--- src/rtl/updi_uart_rx_if.sv ---
// rtl/updi_uart_rx_if.sv - RX FIFO write port between the UPDI UART receiver and its FIFO
// fifo_data  : received byte, valid with fifo_wr_en
// fifo_wr_en : one-cycle write strobe
// fifo_full  : FIFO cannot accept a byte
interface updi_uart_rx_if;
    logic [7:0] fifo_data;
    logic       fifo_wr_en;
    logic       fifo_full;

    modport master (
        output fifo_data,
        output fifo_wr_en,
        input  fifo_full
    );

    modport slave (
        input  fifo_data,
        input  fifo_wr_en,
        output fifo_full
    );
endinterface

--- src/rtl/updi_uart_rx.sv ---
// rtl/updi_uart_rx.sv - UPDI 8E2 UART receiver with parity/frame/overrun and BREAK detection
// clk, rst       : system clock, synchronous active-high reset
// rx_in          : raw asynchronous UPDI line
// enable         : allows start-bit detection
// fifo           : RX FIFO write port (master side)
// break_detected : one-cycle pulse when a BREAK ends
// err_flags      : sticky {overrun, frame, parity}; rx_error is their OR
// clear_errors   : clears err_flags, new errors in the same cycle win
// busy           : receiver is not idle
module updi_uart_rx #(
    parameter int UART_CLK_DIV = 1736,
    parameter int CNT_BITS     = $clog2(UART_CLK_DIV) + 1
) (
    input  logic                  clk,
    input  logic                  rst,
    input  logic                  rx_in,
    input  logic                  enable,
    updi_uart_rx_if.master        fifo,
    output logic                  break_detected,
    output logic [2:0]            err_flags,
    output logic                  rx_error,
    input  logic                  clear_errors,
    output logic                  busy
);

    typedef enum logic [2:0] {
        S_IDLE,
        S_START,
        S_DATA,
        S_PARITY,
        S_STOP1,
        S_STOP2,
        S_BREAK_WAIT
    } state_t;

    // cnt holds the number of cycles left until the next sample; loading
    // DIV/2-1 on the edge cycle puts the first sample DIV/2 cycles after it.
    localparam logic [CNT_BITS-1:0] HALF_LOAD = CNT_BITS'(UART_CLK_DIV / 2 - 1);
    localparam logic [CNT_BITS-1:0] FULL_LOAD = CNT_BITS'(UART_CLK_DIV - 1);

    state_t                state;
    state_t                state_next;
    logic                  rx_meta;
    logic                  rx_s;
    logic                  rx_prev;
    logic [CNT_BITS-1:0]   cnt;
    logic [2:0]            bit_idx;
    logic [7:0]            shift;
    logic                  par;
    logic                  sample;
    logic                  start_edge;
    logic                  is_break;
    logic                  do_write;
    logic                  do_break;
    logic [2:0]            err_set;

    assign sample     = (cnt == '0);
    assign start_edge = enable && rx_prev && !rx_s;
    assign is_break   = (shift == 8'h00) && !par;
    assign rx_error   = |err_flags;

    always_ff @(posedge clk) begin
        if (rst) begin
            state <= S_IDLE;
        end else begin
            state <= state_next;
        end
    end

    always_comb begin
        state_next = state;
        case (state)
            S_IDLE:       if (start_edge) state_next = S_START;
            S_START:      if (sample) state_next = rx_s ? S_IDLE : S_DATA;
            S_DATA:       if (sample && bit_idx == 3'd7) state_next = S_PARITY;
            S_PARITY:     if (sample) state_next = S_STOP1;
            S_STOP1: begin
                if (sample) begin
                    if (rx_s)          state_next = S_STOP2;
                    else if (is_break) state_next = S_BREAK_WAIT;
                    else               state_next = S_IDLE;
                end
            end
            S_STOP2:      if (sample) state_next = S_IDLE;
            S_BREAK_WAIT: if (rx_s) state_next = S_IDLE;
            default:      state_next = S_IDLE;
        endcase
    end

    always_comb begin
        busy     = (state != S_IDLE);
        do_write = 1'b0;
        do_break = 1'b0;
        err_set  = 3'b000;
        case (state)
            S_STOP1: begin
                if (sample && !rx_s && !is_break) err_set[1] = 1'b1;
            end
            S_STOP2: begin
                if (sample) begin
                    if (!rx_s)              err_set[1] = 1'b1;
                    else if (^{shift, par}) err_set[0] = 1'b1;
                    else if (fifo.fifo_full) err_set[2] = 1'b1;
                    else                    do_write   = 1'b1;
                end
            end
            S_BREAK_WAIT: begin
                if (rx_s) do_break = 1'b1;
            end
            default: ;
        endcase
    end

    always_ff @(posedge clk) begin
        if (rst) begin
            rx_meta         <= 1'b1;
            rx_s            <= 1'b1;
            rx_prev         <= 1'b1;
            cnt             <= '0;
            bit_idx         <= 3'd0;
            shift           <= 8'h00;
            par             <= 1'b0;
            fifo.fifo_data  <= 8'h00;
            fifo.fifo_wr_en <= 1'b0;
            break_detected  <= 1'b0;
            err_flags       <= 3'b000;
        end else begin
            rx_meta         <= rx_in;
            rx_s            <= rx_meta;
            rx_prev         <= rx_s;
            fifo.fifo_wr_en <= do_write;
            break_detected  <= do_break;
            if (do_write) fifo.fifo_data <= shift;
            err_flags <= err_set | (clear_errors ? 3'b000 : err_flags);

            if (state == S_IDLE) begin
                cnt     <= HALF_LOAD;
                bit_idx <= 3'd0;
            end else if (sample) begin
                cnt <= FULL_LOAD;
            end else begin
                cnt <= cnt - 1'b1;
            end

            if (sample && state == S_DATA) begin
                shift   <= {rx_s, shift[7:1]};
                bit_idx <= bit_idx + 3'd1;
            end
            if (sample && state == S_PARITY) par <= rx_s;
        end
    end

endmodule

--- src/flat_wrapper.sv ---
// flat-port wrapper written by rule: the top's interface ports become plain ports
module updi_uart_rx_flat 
#(
    parameter int UART_CLK_DIV = 1736,
    parameter int CNT_BITS     = $clog2(UART_CLK_DIV) + 1
)
  (clk, rst, rx_in, enable, break_detected, err_flags, rx_error, clear_errors, busy, fifo_fifo_data, fifo_fifo_wr_en, fifo_fifo_full);
  updi_uart_rx_if fifo_i ();
  input  logic clk;
  input  logic rst;
  input  logic rx_in;
  input  logic enable;
  output logic break_detected;
  output logic [2:0] err_flags;
  output logic rx_error;
  input  logic clear_errors;
  output logic busy;
  output wire logic [$bits(fifo_i.fifo_data)-1:0] fifo_fifo_data;
  output wire logic [$bits(fifo_i.fifo_wr_en)-1:0] fifo_fifo_wr_en;
  input wire logic [$bits(fifo_i.fifo_full)-1:0] fifo_fifo_full;
  assign fifo_fifo_data = fifo_i.fifo_data;
  assign fifo_fifo_wr_en = fifo_i.fifo_wr_en;
  assign fifo_i.fifo_full = fifo_fifo_full;
  updi_uart_rx #(.UART_CLK_DIV(UART_CLK_DIV), .CNT_BITS(CNT_BITS)) u_core (.clk(clk), .rst(rst), .rx_in(rx_in), .enable(enable), .fifo(fifo_i), .break_detected(break_detected), .err_flags(err_flags), .rx_error(rx_error), .clear_errors(clear_errors), .busy(busy));
endmodule
--- config.mk ---
export PLATFORM = sky130hd
export DESIGN_NAME = updi_uart_rx_flat
export DESIGN_NICKNAME = d
export VERILOG_FILES = /design/src/rtl/updi_uart_rx_if.sv /design/src/rtl/updi_uart_rx.sv /design/src/flat_wrapper.sv
export SDC_FILE = /design/constraint.sdc
export NUM_CORES = 1
export LEC_CHECK = 0
export CAP_MARGIN = 20
export CORE_UTILIZATION = 59
export CTS_CLUSTER_SIZE = 16
export DETAILED_ROUTE_END_ITERATION = 6
export GPL_ROUTABILITY_DRIVEN = 0
export PLACE_DENSITY = 0.89
export SYNTH_ARGS = -nofsm -noshare
export SYNTH_HDL_FRONTEND = slang
export SYNTH_SLANG_ARGS = --single-unit
export TNS_END_PERCENT = 5
--- constraint.sdc ---
create_clock -name clk -period 4.5 [get_ports clk]
set_input_delay 0.9 -clock clk [delete_from_list [all_inputs] [get_ports clk]]
set_output_delay 0.9 -clock clk [all_outputs]
set_load 0.005 [all_outputs]
Word level (Yosys, flattened, before mapping)
Cells that the tools add are included.
Storage, ports and cells
  word-level logic and storage cells: 87
  input bits: 6
  bits in registers: 43
  output and inout port bits: 15
Cells by class
  muxes and demuxes: 33
  reductions and logical operators: 22
  equality and inequality tests: 14
  bitwise operators: 2
  $add $sub $neg: 2
Operators with widths (count)
  $mux W3: 13
  $pmux W3 S7: 1
  $mux W1: 15
  $ne A2 B1 Y1 const B: 7
  $eq A3 B3 Y1 const B: 4
  $logic_not A12 Y1: 1
  $sub A12 B1 Y12 const B: 1
  $mux W11: 1
  $mux W10: 1
  $reduce_xor A9 Y1: 1
  $logic_and A1 B1 Y1: 8
  $logic_not A8 Y1: 1
  $reduce_and A7 Y1: 1
  $eq A3 B2 Y1 const B: 2
  $reduce_or A3 Y1: 2
  $reduce_or A2 Y1: 2
  $add A3 B1 Y3 const B: 1
  $eq A3 B1 Y1 const B: 1
  $logic_not A1 Y1: 3
  $logic_not A3 Y1: 1
  $or A3 B3 Y3: 1
  $reduce_bool A3 Y1: 1
  $mux W2: 1
  $pmux W1 S2: 1
  2 further kinds: 2

Longest topological paths before layout
Gate-level depths: netlist of run 1.
  word-level depth: 7
  depth in mapped cells: 8
  mapped depth without buffers: 7

Least setup slack after synthesis of run 1
OpenSTA, ideal clock, no wires.
  path type: reg2reg
  start: register u_core.cnt[0]
  end: register u_core.fifo.fifo_data[4]
  data arrival time: 1.818 ns
  setup time: 0.132 ns
  path buffers: 1
  path slack: 2.550 ns
  cell stages (with the launch flop): 9
  cells stage by stage: dfxtp_1 -> inv_1 -> ha_1 -> nor4b_1 -> nand3_1 -> or3_1 -> clkbuf_1 -> o21ai_0 -> a21oi_1
Between the ends
  longest elaborated chain between the ends: 3
Ends and longest elaborated chain
  start, declared: RTL line updi_uart_rx.sv:46  | logic [CNT_BITS-1:0] cnt;
  start signal, assigned: RTL line updi_uart_rx.sv:142  | cnt <= cnt - 1'b1;
  $logic_not A12 Y1: RTL line updi_uart_rx.sv:57  | assign sample = (cnt == '0);
  $mux W1: RTL line updi_uart_rx.sv:100  | if (sample) begin
  $mux W1: RTL line updi_uart_rx.sv:95  | case (state)
  end signal, assigned: RTL line updi_uart_rx.sv:133  | if (do_write) fifo.fifo_data <= shift;
  end, declared: RTL line updi_uart_rx_if.sv:11  | output fifo_data,
No other way between the ends.
A chain may end at the register's enable or synchronous reset.

Worst setup path in the final report of run 1
  start: register u_core.state[1]
  end: output port busy
Between the ends
  longest elaborated chain between the ends: 1
Ends and longest elaborated chain
  start, declared: RTL line updi_uart_rx.sv:41  | state_t state;
  start signal, assigned: RTL line updi_uart_rx.sv:66  | state <= state_next;
  $reduce_bool A3 Y1: RTL line updi_uart_rx.sv:91  | busy = (state != S_IDLE);
  end, declared: RTL line flat_wrapper.sv:17  | output logic busy;
No other way between the ends.

==> results of run 1 <==
## through the flow
stage / hold slack, ps / util, % / worst slack, ps / instance area, sq um / power (mW)
3_5_place_dp: 394 / 70.2 / 1960 / 2180 / 0.498
2_1_floorplan: 389 / - / 2550 / 1970 / 0.475
3_3_place_gp: 395 / 70.2 / 2000 / 2180 / 0.496
6_report: 423 / 72.4 / 1730 / 2250 / 0.702
5_1_grt: 467 / 72.4 / 1590 / 2250 / 0.734
4_1_cts: 422 / 72.4 / 1740 / 2250 / 0.702
## placed cells by master, fill, tap and decap left out, drive strengths merged, types with 8 or more instances in the layout
cell            n
a21oi          31
clkbuf          8
clkdlybuf4s50  20
dfxtp          43
nand2          24
nand3          14
nor2           16
nor3            9
o21ai          13
xnor2           8
xor2            8
## power groups by stage
stage	Sequential (mW)	Clock, mW	Combinational, mW
after floorplan	0.407	0	0.0677
final	0.406	0.211	0.0843
after global placement	0.414	0	0.0818
after global routing	0.408	0.231	0.0955
after CTS	0.405	0.212	0.0841
after detailed placement	0.414	0	0.0836
## final cells by class
cell class | count | area (sq um) | share of cell area, %
Sequential cell | 43 | 861 | 38.3
Tap cell | 44 | 55.1 | 2.45
Multi-Input combinational cell | 170 | 1040 | 46.1
Inverter | 3 | 11.3 | 0.501
Clock buffer | 8 | 68.8 | 3.06
Timing Repair Buffer | 22 | 215 | 9.58
## flip-flops by register name, indices dropped and copies added (netlist names)
| register | flops |
|---|---|
| u_core.rx_s | 1 |
| u_core.break_detected | 1 |
| u_core.state | 3 |
| u_core.par | 1 |
| u_core.fifo.fifo_wr_en | 1 |
| u_core.rx_meta | 1 |
| u_core.cnt | 12 |
| u_core.bit_idx | 3 |
| u_core.err_flags | 3 |
| u_core.rx_prev | 1 |
| u_core.fifo.fifo_data | 8 |
| u_core.shift | 8 |
## worst paths after layout
| kind | from | end | cells past startpoint |
|---|---|---|---|
| hold / removal | u_core.rx_meta | u_core.rx_s | 1 |
| hold reg to reg | u_core.rx_meta | u_core.rx_s | 1 |
| setup reg to reg | u_core.cnt[0] | u_core.fifo.fifo_data[1] | 7 |
| setup / recovery | u_core.state[1] | busy | 4 |
## routing by layer
layer / GRT usage, % / up-vias
met5: 0 / -
met3: 4.55 / 6
met2: 35.7 / 45
met4: 7.97 / 0
met1: 34.3 / 770
li1: - / 839
## kinds of logic after synthesis
logic type	after synthesis	synth area share, %
AO/OA/AOI/OAI	54	15.3
adder cells (fa/ha/maj)	4	2.53
XOR/XNOR	17	8.24
AND/OR/NAND/NOR	93	25.4
buffers and inverters	16	3.93
flip-flops	43	43.6
multiplexers	2	1.01
## worst max-delay path: stages (launching register included)
cell and delay [ps]:
dfxtp_1 580, nor3_1 100, buf_4 180, inv_1 130, clkdlybuf4s50_1 520
==> run metrics, run 1 <==
fillers 251; Leak 0.784 nW; Resized cells post-CTS 0; Slew @ Worst Pin 842 ps; synth top area cells dfxtp_1, a21oi_1, nand2_1, nand3_1, xnor2_1; I/O pin count 21; Yosys top cell area share 43.6%; CP arrival 1870 ps; final worst path period need 2770 ps; share of cells above drive strength 1 8.13%; Fin Clk Skew 4.54 ps; Crit. End Element output port; vias 1,660; top_reg_cell synth dfxtp_1; post-DP HPWL 2.70 mm; # diodes 0; Total Wirelength 3.86 mm; Starting Density 63.6%; Area Growth Syn to Fin 13.8%; post-synthesis average cell area 8.62 sq um; Clock H-tree levels 2; Seq/Total Area, Yosys 43.6%; Async SR Flop Fraction 0%; Core Box Area 0.00310 sq mm; I/O Buffers 20; Mapped Nets 239; first-pass GRT wire length 6.40 mm; Finished Layout Cells 290; final hold vios 0; Vias per Instance 5.72; clk buf depth 2; first drt pass iteration count 4; most common cell in the netlist dfxtp_1; Num CTS Buffers 5; post-layout net count 255; internal power 521 uW; Period Utilization, post-route 61.6%; Die Ht 59.9 um; Distinct cells, synth 41; Max Slew Vio Count 0; average wire per standard cell 13.3 um; PD cells 312 mW/mm^2; Final Setup Violations 0; Reg power frac 57.9%; CP Launch Type flop; Worst-Skew Late Latency 350 ps; sw frac 25.7%; Post-synth top cells dfxtp_1, a21oi_1, nand2_1; hold buffer count at CTS 0; Global Route Usage Sum 23.9%; synthesized flop and latch total 43; Ys Warns 0; number of global-route vias before repair 1,441; met3 WL 165 um; RSZ-0062 raised after global routing false; Starting DRT DRC Count 95; Yosys top cell by area dfxtp_1; metal2 WL 1.71 mm; cell area after synthesis 0.00197 sq mm; Die X 59.9 um; CP max FO 13; Max Used Layer met4; grt ovf 0; Post-synth EDFFs 0; DIE AREA 0.00358 sq mm; worst setup path class flop to output port; CTS Sinks 43; Syn Inst Count 229; flop2flop setup slack 2010 ps; worst min-delay path class flop to flop; Setup TNS Final 0 ps; DP Cell Count 282; Logic pwr share 12.0%; row cnt 20; Crit path required time 3600 ps; CTS Root Cell clkbuf_4; outcome finished clean; clock share of power 30.1%; largest net degree at the start of global routing 26; P_sw 180 uW; max-cap viol count 0; worst slew margin relative to its limit 43.7%; DRC 0; Max IR drop VDD 0.225 mV; antenna violations before repair 0; Max Clock Freq 361 MHz; WL met1 1.93 mm; CTS tree built; ANT nets after route 0; setup bufs post-CTS 0; Worst-path clk slew 120 ps
Note: power is estimated with default switching activity, not from simulation.
==> inputs of run 2 (changes only) <==
--- a/config.mk
+++ b/config.mk
@@ -6,11 +6,11 @@
 export NUM_CORES = 1
 export LEC_CHECK = 0
 export CAP_MARGIN = 20
-export CORE_UTILIZATION = 59
+export CORE_UTILIZATION = 55
 export CTS_CLUSTER_SIZE = 16
 export DETAILED_ROUTE_END_ITERATION = 6
 export GPL_ROUTABILITY_DRIVEN = 0
-export PLACE_DENSITY = 0.89
+export PLACE_DENSITY = 0.84
 export SYNTH_ARGS = -nofsm -noshare
 export SYNTH_HDL_FRONTEND = slang
 export SYNTH_SLANG_ARGS = --single-unit
==> constraint.sdc (replaced) <==
create_clock -name clk -period 2.88 [get_ports clk]
set_input_delay 0.576 -clock clk [delete_from_list [all_inputs] [get_ports clk]]
set_output_delay 0.576 -clock clk [all_outputs]
set_load 0.005 [all_outputs]
==> run metrics, run 2 (synthesis results as in run 1) <==
outcome finished clean; Period Utilization, post-route 87.2%; Max IR drop VDD 0.375 mV (+66%); Final Setup Violations 0 (unchanged); Setup TNS Final 0 ps (unchanged); Crit. End Element output port; clk buf depth 2 (unchanged); Worst-Skew Late Latency 380 ps (+30 ps); post-layout net count 257 (+0.78%); Die X 61.9 um (+3.5%); Global Route Usage Sum 22.1% (-1.8 points); CTS tree built; Crit path required time 2300 ps (-1300 ps); antenna violations before repair 0 (unchanged); CP arrival 1940 ps (+70 ps); hold buffer count at CTS 0 (unchanged); final worst path period need 2510 ps; worst setup path class flop to output port; DP Area 0.00221 sq mm (+1.4%); number of global-route vias before repair 1,361 (-5.6%); row cnt 21 (+5.0%); fillers 264 (+5.2%); hold slack final 434 ps (+11.0 ps); Worst-path clk slew 110 ps (about the same); Regs by FF count u_core.cnt (12), u_core.fifo.fifo_data (8), u_core.shift (8); Starting Density 58.3% (-5.4 points); post-DP HPWL 2.67 mm (-1.4%); CP Launch Type flop; DIE AREA 0.00383 sq mm (+7.0%); Starting DRT DRC Count 81 (-15%); worst slew margin relative to its limit 48.9% (+5.2 points); CP cell instances nor3_2, inv_1, clkdlybuf4s50_1; flop2flop setup slack 630 ps (-1380 ps); final hold vios 0 (unchanged); Worst path max stage delay 480 ps (-100 ps); setup bufs post-CTS 0 (unchanged); largest net degree at the start of global routing 24 (-7.7%); Area Growth Syn to Fin 16.2%; share of cells above drive strength 1 9.68% (+1.5 points); Vias per Instance 5.68 (-0.71%); Max Clock Freq 398 MHz; number of flip-flops in the largest register 12 (unchanged); worst reg2reg path endpoint u_core.fifo.fifo_data[5]; first-pass GRT wire length 6.02 mm (-5.9%); Clock H-tree levels 2 (unchanged); max-cap viol count 0 (unchanged); fin area 0.00229 sq mm (+2.1%); Multi-input gate area 0.00104 sq mm (+0.48%); Worst path slowest cell clkdlybuf4s50_1; Resized cells post-CTS 0 (unchanged); commonest non-fill, non-tap cells in the layout dfxtp_1, a21oi_1, nand2_1, clkdlybuf4s50_1, nor2_1; fin util 67.7% (-4.7 points); CTS Sinks 43 (unchanged); Core Box Area 0.00339 sq mm (+9.2%); worst min-delay path class flop to flop; # diodes 0 (unchanged); Num CTS Buffers 5 (unchanged); CTS Root Cell clkbuf_4; RSZ-0062 raised after global routing false; most common cell after layout, fill and taps aside dfxtp_1; grt ovf 0 (unchanged); Storage cell area 861 sq um (unchanged); CP max FO 13 (unchanged); Leak 0.807 nW (+3.0%); vias 1,671 (+0.66%); Placement Setup Slack 501 ps (-1460 ps); Final WS setup 368 ps (-1360 ps); ANT nets after route 0 (unchanged); Total Wirelength 3.81 mm (-1.1%); I/O Buffers 20 (unchanged); I/O pin count 21 (unchanged); DRC 0 (unchanged); worst-case reg-to-reg path depth 7 (unchanged); Worst setup startpoint u_core.state[1]; Die Ht 61.9 um (+3.5%); RR Startpoint u_core.cnt[0]; Slew @ Worst Pin 764 ps (-78.4 ps); Max Slew Vio Count 0 (unchanged); Fin Clk Skew 18.4 ps (+13.9 ps); PD cells 503 mW/mm^2 (+61%); first drt pass iteration count 4 (unchanged); Setup crit end busy; largest register by flop count u_core.cnt; average wire per standard cell 13.0 um (-2.5%)
-- run 2: critical path, delay by kind of cell, from the launching register on --
| family | cells | cell delay, ps |
|---|---|---|
| buf+inv | 2 | 680 |
| flops | 1 | 440 |
| simple gates | 1 | 450 |
-- run 2: per-stage QoR --
stage          std cells  power (mW)
2_1_floorplan        229       0.742
5_1_grt              294        1.21
6_report             294        1.15
3_3_place_gp         286       0.779
3_5_place_dp         286       0.781
4_1_cts              294        1.16
-- run 2: layout make-up --
cell class,count,share of cell area (%)
Clock inverter,3,1.91
Timing Repair Buffer,24,10.6
Tap cell,46,2.51
Multi-Input combinational cell,170,45.4
Clock buffer,5,1.64
Sequential cell,43,37.5
Inverter,3,0.491
-- run 2: worst min-delay path by stage --
stage	startpoint	end	slack, ps	cells past startpoint
after floorplan	u_core.rx_meta	u_core.rx_s	390	1
after global placement	u_core.rx_meta	u_core.rx_s	400	1
after detailed placement	u_core.rx_meta	u_core.rx_s	410	1
after CTS	u_core.rx_meta	u_core.rx_s	440	1
after global routing	u_core.rx_meta	u_core.rx_s	440	1
final	u_core.rx_meta	u_core.rx_s	430	1
-- run 2: per-layer routing --
layer  up-vias  share of wire, %  GRT usage (%)
met5         -                 0              0
met3         7               3.9           4.55
met2        43                48           33.2
met1       770                46           28.7
met4         0               2.5           14.6
li1        851                 -              -
-- run 2: power by group --
part / leakage [nW] / internal (mW) / switching [mW]
clock: 0.0452 / 0.183 / 0.201
sequential: 0.349 / 0.611 / 0.0171
combinational: 0.413 / 0.0636 / 0.0794
total: 0.807 / 0.857 / 0.297
==> inputs of run 3 (changes only) <==
--- a/config.mk
+++ b/config.mk
@@ -6,9 +6,10 @@
 export NUM_CORES = 1
 export LEC_CHECK = 0
 export CAP_MARGIN = 20
-export CORE_UTILIZATION = 55
+export CORE_UTILIZATION = 62
 export CTS_CLUSTER_SIZE = 16
 export DETAILED_ROUTE_END_ITERATION = 6
+export DONT_BUFFER_PORTS = 1
 export GPL_ROUTABILITY_DRIVEN = 0
 export PLACE_DENSITY = 0.84
 export SYNTH_ARGS = -nofsm -noshare
==> run metrics, run 3 (synthesis results as in run 1) <==
Finished Layout Cells 269 (-8.5%); Num CTS Buffers 5 (unchanged); Area Growth Syn to Fin 3.80%; Placement Setup Slack 752 ps (+251 ps); DRC 0 (unchanged); setup bufs post-CTS 0 (unchanged); Vias per Instance 5.80 (+2.0%); worst min-delay path class input pin to flop; Worst-Skew Late Latency 350 ps (-30 ps); I/O pin count 21 (unchanged); Die X 58.4 um (-5.6%); CP max FO 9 (-4); Max IR drop VDD 0.313 mV (-16%); DIE AREA 0.00341 sq mm (-11%); CP cell instances inv_1, ha_1, nor4b_1, nand3_1, or3_1, o21ai_0, a21oi_1; Leak 0.714 nW (-12%); grt ovf 0 (unchanged); Starting DRT DRC Count 69 (-15%); Setup TNS Final 0 ps (unchanged); worst slew margin relative to its limit 53.1% (+4.2 points); Global Route Usage Sum 24.6% (+2.6 points); # diodes 0 (unchanged); largest register by flop count u_core.cnt; Worst-path clk slew 120 ps (about the same); final worst path period need 2200 ps (-307 ps); Period Utilization, post-route 76.6% (-11 points); CTS Sinks 43 (unchanged); first-pass GRT wire length 6.36 mm (+5.7%); number of global-route vias before repair 1,368 (+0.51%); Final WS setup 675 ps (+307 ps); row cnt 20 (-4.8%); Worst path slowest cell or3_1; average wire per standard cell 13.7 um (+5.4%); clk buf depth 2 (unchanged); Slew @ Worst Pin 701 ps (-63.0 ps); post-DP HPWL 2.54 mm (-4.9%); Starting Density 65.2% (+7.0 points); Max Slew Vio Count 0 (unchanged); hold buffer count at CTS 0 (unchanged); CP arrival 2450 ps (+510 ps); DP Cell Count 262 (-8.4%); Crit path required time 3120 ps (+820 ps); RSZ-0062 raised after global routing false; Clock H-tree levels 2 (unchanged); vias 1,559 (-6.7%); Die Ht 58.4 um (-5.6%); post-layout net count 235 (-8.6%); share of cells above drive strength 1 8.44% (-1.2 points); worst setup path class flop to flop; Total Wirelength 3.68 mm (-3.5%); PD cells 539 mW/mm^2 (+7.1%); commonest non-fill, non-tap cells in the layout dfxtp_1, a21oi_1, nand2_1, nor2_1, nand3_1; number of flip-flops in the largest register 12 (unchanged); first drt pass iteration count 4 (unchanged); CTS tree built; max-cap viol count 0 (unchanged); final hold vios 0 (unchanged); CP Launch Type flop; largest net degree at the start of global routing 45 (+88%); Core Box Area 0.00303 sq mm (-11%); Crit. End Element flop; Regs by FF count u_core.cnt (12), u_core.fifo.fifo_data (8), u_core.shift (8); Resized cells post-CTS 0 (unchanged); ANT nets after route 0 (unchanged); Worst path max stage delay 550 ps (+70 ps); CTS Root Cell clkbuf_4; Max Clock Freq 454 MHz (+14%); outcome finished clean; antenna violations before repair 0 (unchanged); Final Setup Violations 0 (unchanged); Fin Clk Skew 15.1 ps (-3.28 ps); I/O Buffers 0 (-100%); most common cell after layout, fill and taps aside dfxtp_1
-- run 3: power by group --
group	switching, mW	total, mW	leakage, nW	internal, mW
Sequential	0.0240	0.635	0.349	0.611
Combinational	0.0607	0.110	0.326	0.0489
Clock	0.181	0.360	0.0383	0.179
Total	0.266	1.10	0.714	0.839
-- run 3: worst max-delay path, delay by kind of cell (launching register included) --
family	cells	cell delay (ps)
flip-flops	1	350
adder cells (fa/ha/maj)	1	150
buffers and inverters	1	90
AND/OR/NAND/NOR	3	1210
AO/OA/AOI/OAI	2	290
-- run 3: metrics by stage --
step | cell area [sq um] | utilization [%] | hold slack (ps) | power [mW]
after CTS | 2050 | 67.7 | 266 | 1.11
final | 2050 | 67.7 | 276 | 1.10
after global placement | 1980 | 65.3 | 393 | 0.754
after detailed placement | 1980 | 65.3 | 399 | 0.756
after global routing | 2050 | 67.7 | 252 | 1.15
after floorplan | 1970 | - | 389 | 0.742
-- run 3: per-layer routing --
| layer | track usage [%] | vias up | routed length [um] |
|---|---|---|---|
| met4 | 8.50 | 0 | 27 |
| met1 | 35.8 | 711 | 1810 |
| met3 | 7.69 | 2 | 195 |
| met5 | 0 | - | 0 |
| met2 | 34.3 | 42 | 1640 |
| li1 | - | 804 | - |
-- run 3: final cells by class --
class                           instances  area (sq um)
Multi-Input combinational cell        170          1040
Tap cell                               44          55.1
Fill cell                             233           978
Timing Repair Buffer                    2          15.0
Clock inverter                          1          30.0
Sequential cell                        43           861
Clock buffer                            6          41.3
Inverter                                3          11.3
-- run 3: final timing paths --
check / from / to / slack (ps) / depth (start not counted)
max: u_core.cnt[0] / u_core.fifo.fifo_data[5] / 680 / 7
min: rst / u_core.cnt[1] / 280 / 1
max reg2reg: u_core.cnt[0] / u_core.fifo.fifo_data[5] / 680 / 7
min reg2reg: u_core.rx_meta / u_core.rx_s / 420 / 1
